==> config.mk <==
export PLATFORM = sky130hd
export DESIGN_NAME = dot_arena_engine
export DESIGN_NICKNAME = d
export VERILOG_FILES = /design/src/rtl/dot_arena_engine.sv
export SDC_FILE = /design/constraint.sdc
export NUM_CORES = 1
export LEC_CHECK = 0
export BUFFER_PORTS_ARGS = -buffer_cell sky130_fd_sc_hd__buf_2
export CAP_MARGIN = 15
export CORE_MARGIN = 8
export CORE_UTILIZATION = 40
export DETAILED_ROUTE_END_ITERATION = 7
export PLACE_DENSITY_LB_ADDON = 0.05
export SETUP_SLACK_MARGIN = 0.05
export SLEW_MARGIN = 20
export SYNTH_ARGS = -nofsm -noshare
export SYNTH_HDL_FRONTEND = slang
export SYNTH_SLANG_ARGS = --single-unit
==> constraint.sdc <==
create_clock -name clk_in -period 3.6 [get_ports clk_in]
set_input_delay 0 -clock clk_in [delete_from_list [all_inputs] [get_ports clk_in]]
set_output_delay 0 -clock clk_in [all_outputs]
set_load 0.05 [all_outputs]
==> src/rtl/dot_arena_engine.sv <==
// dot_arena_engine: N player dots on a SIZE x SIZE wrap-around grid with a
// writable wall map. Applies keypad move commands, kills players on wall or
// player collisions, and drives a row-scanned red/green LED matrix.
module dot_arena_engine #(
  parameter  int N_PLAYERS = 2,
  parameter  int SIZE      = 8,
  localparam int PW        = $clog2(SIZE),
  localparam int IW        = (N_PLAYERS > 1) ? $clog2(N_PLAYERS) : 1
) (
  input  logic                      clk_in,
  input  logic                      reset,
  input  logic                      scan_en,
  input  logic                      restart,
  input  logic                      key_valid,
  input  logic [IW-1:0]             key_player,
  input  logic [1:0]                key_dir,
  input  logic                      map_we,
  input  logic [PW-1:0]             map_waddr,
  input  logic [SIZE-1:0]           map_wdata,
  output logic [SIZE-1:0]           row,
  output logic [SIZE-1:0]           green,
  output logic [N_PLAYERS*SIZE-1:0] red,
  output logic [N_PLAYERS-1:0]      alive,
  output logic [N_PLAYERS*2*PW-1:0] pos,
  output logic                      hit,
  output logic [IW-1:0]             hit_player,
  output logic                      game_over
);

  typedef enum logic {ALIVE = 1'b0, DEAD = 1'b1} life_t;

  life_t         life_q [N_PLAYERS];
  logic [PW-1:0] x_q    [N_PLAYERS];
  logic [PW-1:0] y_q    [N_PLAYERS];
  logic [SIZE-1:0] wall_q [SIZE];
  logic [PW-1:0] scan_idx;
  logic          hit_q;
  logic [IW-1:0] hit_player_q;

  logic          key_ok;
  logic [PW-1:0] cur_x, cur_y, tx, ty;
  logic          blocked;

  // Decode the command: selected player's position, wrapped target, collision.
  always_comb begin
    // NOTE: every combinational output gets a default first so no path leaves it unassigned (no latch).
    key_ok  = 1'b0;
    cur_x   = '0;
    cur_y   = '0;
    for (int i = 0; i < N_PLAYERS; i++) begin
      if (key_player == IW'(i)) begin
        key_ok = (life_q[i] == ALIVE);
        cur_x  = x_q[i];
        cur_y  = y_q[i];
      end
    end
    // Out-of-range indices match no player and leave key_ok low.
    key_ok = key_ok & key_valid;
    tx = cur_x;
    ty = cur_y;
    // PW-bit arithmetic wraps modulo SIZE because SIZE is a power of two.
    case (key_dir)
      2'b00:   tx = cur_x - 1'b1;
      2'b01:   tx = cur_x + 1'b1;
      2'b10:   ty = cur_y - 1'b1;
      default: ty = cur_y + 1'b1;
    endcase
    // Map reads here see the pre-write contents when map_we coincides.
    blocked = wall_q[ty][tx];
    for (int i = 0; i < N_PLAYERS; i++) begin
      if (key_player != IW'(i) && life_q[i] == ALIVE && x_q[i] == tx && y_q[i] == ty)
        blocked = 1'b1;
    end
  end

  // Player state machine: positions, ALIVE/DEAD flags and the hit pulse.
  always_ff @(posedge clk_in or posedge reset) begin
    if (reset) begin
      for (int i = 0; i < N_PLAYERS; i++) begin
        // NOTE: sequential state uses non-blocking assignments so every flop samples pre-edge values.
        x_q[i]    <= PW'(i);
        y_q[i]    <= '0;
        life_q[i] <= ALIVE;
      end
      hit_q        <= 1'b0;
      hit_player_q <= '0;
    end else begin
      hit_q <= 1'b0;
      if (restart) begin
        for (int i = 0; i < N_PLAYERS; i++) begin
          x_q[i]    <= PW'(i);
          y_q[i]    <= '0;
          life_q[i] <= ALIVE;
        end
      end else if (key_ok) begin
        for (int i = 0; i < N_PLAYERS; i++) begin
          if (key_player == IW'(i)) begin
            x_q[i] <= tx;
            y_q[i] <= ty;
            if (blocked) life_q[i] <= DEAD;
          end
        end
        if (blocked) begin
          hit_q        <= 1'b1;
          hit_player_q <= key_player;
        end
      end
    end
  end

  // Wall map: row writes; cleared by reset, untouched by restart.
  always_ff @(posedge clk_in or posedge reset) begin
    if (reset) begin
      // NOTE: the map lives in flops (not RAM) so it can be cleared on reset.
      for (int r = 0; r < SIZE; r++) wall_q[r] <= '0;
    end else if (map_we) begin
      wall_q[map_waddr] <= map_wdata;
    end
  end

  // Scan row counter, wrapping naturally at SIZE.
  always_ff @(posedge clk_in or posedge reset) begin
    if (reset)        scan_idx <= '0;
    else if (scan_en) scan_idx <= scan_idx + 1'b1;
  end

  // Display and status outputs, derived from registered state only.
  always_comb begin
    for (int i = 0; i < N_PLAYERS; i++) begin
      alive[i] = (life_q[i] == ALIVE);
      pos[i*2*PW +: 2*PW] = {y_q[i], x_q[i]};
      red[i*SIZE +: SIZE] = (alive[i] && y_q[i] == scan_idx) ? (SIZE'(1) << x_q[i]) : '0;
    end
    if (N_PLAYERS >= 2) game_over = ($countones(alive) < 2);
    else                game_over = ($countones(alive) == 0);
    row   = {1'b1, {(SIZE-1){1'b0}}} >> scan_idx;
    green = game_over ? '1 : wall_q[scan_idx];
  end

  assign hit        = hit_q;
  assign hit_player = hit_player_q;

endmodule

==> flow_summary_export.csv <==
group,metric,value,unit
setup_path,path_class,"reg2reg",
timing,setup_violations,0,
grt,grt_use_total,0.174,
synth,syn_area,0.00535,mm^2
synth,yosys.area.top_type_share,0.384,
clock_network,cts_buffer_depth,2,
synth,yosys_warnings,0,
setup_path,end_kind,"flip-flop",
placed_design,gp_congestion,0.786,
synth,yosys_register_bits,83,
synth,netlist_top_cells_area,"dfrtp_1, mux2_2, mux2i_1",
clock_network,clk_pin_slew,0.06,ns
clock_network,worstSkewPairLatency,0.34,ns
synth,ys.flop_type,"dfrtp_1",
setup_path,path_cells,"mux2_4, inv_6, fa_2, mux2_2, a21oi_1, a22oi_1, o2bb2ai_1, a21boi_0, o211ai_1, a41oi_2, or2_1, o22ai_1",
power,p_comb_frac,0.460,
placed_design,dp.final_hpwl,10400,um
floorplan,die_h,132,um
job,drv_cap,0,
synth,ys_types,57,
clock_network,cts.sinks,83,
setup_path,crit_fanout,11,
power,p_clk_frac,0.222,
setup_path,cp-start-kind,"flip-flop",
clock_network,cts_root_buf,"clkbuf_16",
route,vias_per_cell,5.36,
min_path,hold_path.class,"in2reg",
synth,postSynthCellCount,479,
synth,syn_nets,507,
route,ant_nets,0,
route,drc_errors,0,
synth,synth_edf_count,0,
finish,area_growth,19.1,%
floorplan,core-area,0.0131,mm^2
finish,drive_gt1_frac,0.372,
floorplan,rows,42,
setup_path,path_depth,12,
timing,tns,0,ns
setup_path,critPathArrivalTime,3.36,ns
synth,seq_area_frac_synth,0.389,
synth,yosysMostFrequentCell,"dfrtp_1",
placed_design,portBuffers,68,
setup_path,required,3.80,ns
clock_network,post_cts_buffers,0,
setup_path,max_stage_delay,0.74,ns
synth,synth_common_cells,"dfrtp_1, mux2_2, mux2i_1",
route,wl_per_cell,19.5,um
floorplan,die_w,132,um
timing,fmax,0.316,GHz
finish,insertedDiodeCount,0,
clock_network,cts_tree,"done",
timing,fin_crit_sh,0.879,
floorplan,start_util,0.407,
grt,grt_max_degree,48,
finish,nNetsFinal,587,
timing,slew_headroom,0.321,
finish,fillCellCount,1234,
power,switching_share,0.418,
setup_path,critical_path_buf_inv_count,1,
timing,hold_viol,0,
clock_network,htreeDepth,3,
route,dr.pass1.iters,4,
floorplan,io_pins,69,
clock_network,cts-buffers-inserted,9,
power,p_seq_frac,0.318,
timing,timing.hold.ws,0.00846,ns
grt,grt_pass1_wl,23600,um
route,vias,3964,
status,status,"complete, no violations",
route,drt_iter0_markers,336,
timing,maxSlewViolCount,0,
timing,finalCriticalPeriod,3.16,ns
floorplan,dieArea,0.0173,mm^2
setup_path,reg2reg_depth,12,
grt,antenna_found_initial,0,
setup_path,critPathTopFamily,"compound AO/OA/AOI/OAI gates",
min_path,holdPathStages,2,
synth,async_reset_ff_frac,1.00,
timing,rsz0062_at_grt,"false",
synth,syn_area_per_cell,11.2,um^2
setup_path,slowest_stage,"fa_2",
grt,grt_pass1_vias,4137,
timing,worst_pin_slew,1.01,ns
grt,overflow,0,
route,routed_wl,14500,um
power,p_per_area,672,mW/mm^2
power,ir_drop,0.000532,V
power,power_leakage,2.90,nW
synth,yosysTopAreaCell,"dfrtp_1",
power,intPower,2.49,mW
timing,finClkSkew,0.00393,ns
power,power_switching,1.79,mW
## worst register-to-register path, cell delays in order, from the launching register on
cell       delay [ns]
dfrtp_1          0.35
mux2_4           0.22
inv_6            0.07
fa_2             0.74
mux2_2           0.39
a21oi_1          0.15
a22oi_1          0.08
o2bb2ai_1        0.16
a21boi_0         0.19
o211ai_1         0.12
a41oi_2          0.28
or2_1            0.19
o22ai_1          0.07
## cell families (layout without fill, tap and decap cells)
family / count (synthesis) / in the layout / share of synthesized area
buf+inv: 40 / 125 / 0.0342
simple gates: 128 / 128 / 0.116
flops: 83 / 83 / 0.389
fa+ha+maj: 8 / 8 / 0.0215
xor+xnor: 26 / 26 / 0.0489
compound gates: 55 / 55 / 0.0705
mux: 139 / 139 / 0.320
## sequential cells by signal (all words and copies together), names as in the netlist
name and cells:
hit_player 1, hit 1, pos 12, scan_idx 3
life_q 2, wall_q 64
## power groups by stage
stage / registers [mW] / clock network [mW] / logic (mW)
5_1_grt: 1.39 / 1.02 / 2.13
3_5_place_dp: 1.37 / 0 / 1.98
4_1_cts: 1.36 / 0.982 / 1.99
3_3_place_gp: 1.37 / 0 / 1.96
6_report: 1.36 / 0.950 / 1.97
2_1_floorplan: 1.30 / 0 / 1.53
## through the flow
stage | power, mW | util | std cells | area, um^2 | setup WS [ns]
4_1_cts | 4.33 | 0.483 | 740 | 6350 | 0.228
5_1_grt | 4.54 | 0.484 | 740 | 6360 | 0.194
6_report | 4.27 | 0.484 | 740 | 6360 | 0.437
2_1_floorplan | 2.83 | - | 479 | 5350 | 0.0776
3_5_place_dp | 3.35 | 0.453 | 714 | 5950 | 0.246
3_3_place_gp | 3.33 | 0.453 | 714 | 5950 | 0.445
## final timing paths
check	from	end	slack (ns)
worst max-delay path	pos[9]	life_q[0]	0.44
worst min-delay path	map_wdata[4]	wall_q[36]	0.008
worst max register to register	pos[9]	life_q[0]	0.44
worst min register to register	hit_player	hit_player	0.52
max in group asynchronous	reset	wall_q[50]	2.29
min in group asynchronous	reset	wall_q[9]	0.28
## timing repair
action,CTS,global route
hold buffers,10,0
gates resized for setup,0,2
setup endpoints to repair,0,2
endpoints found under the hold margin,80,0
## final cells by class
cell class	count	area (um^2)	share of cell area
Timing Repair Buffer	99	598	0.0940
Multi-Input combinational cell	356	3120	0.490
Sequential cell	83	2080	0.327
Clock buffer	12	256	0.0403
Clock inverter	4	48.8	0.00767
Tap cell	176	220	0.0346
Inverter	10	43.8	0.00688
## placed cells by master (no fill, tap or decap), drive strengths merged, types with 2 or more instances in the layout
master and instances:
dfrtp 82, o22ai 3, clkbuf 12, and2 3, or2 2, nor2b 8
a21oi 14, a211oi 2, o21a 2, xnor2 13, o311ai 2, o2111ai 2
inv 8, mux2i 48, nor2 41, a21boi 2, or3 2, nand3 11
xor2 13, fa 2, nand2 30, ha 6, o21ai 10, a31oi 2
nand4 3, nor3 9, mux2 74, nand2b 9, nand4b 5, dlygate4sd3 10
clkinv 5, o211ai 4, nor4 3, buf 89, nor3b 2, a22oi 5
mux4 17
## routing by layer
layer  vias to the layer above  wire length (um)  track usage
li1                       1899                 -            -
met1                      1974              7020        0.237
met2                        77              6570        0.268
met3                        14               662       0.0354
met4                         0               209       0.0600
met5                         -                 0            0
Power figures use the tool's default switching activity.
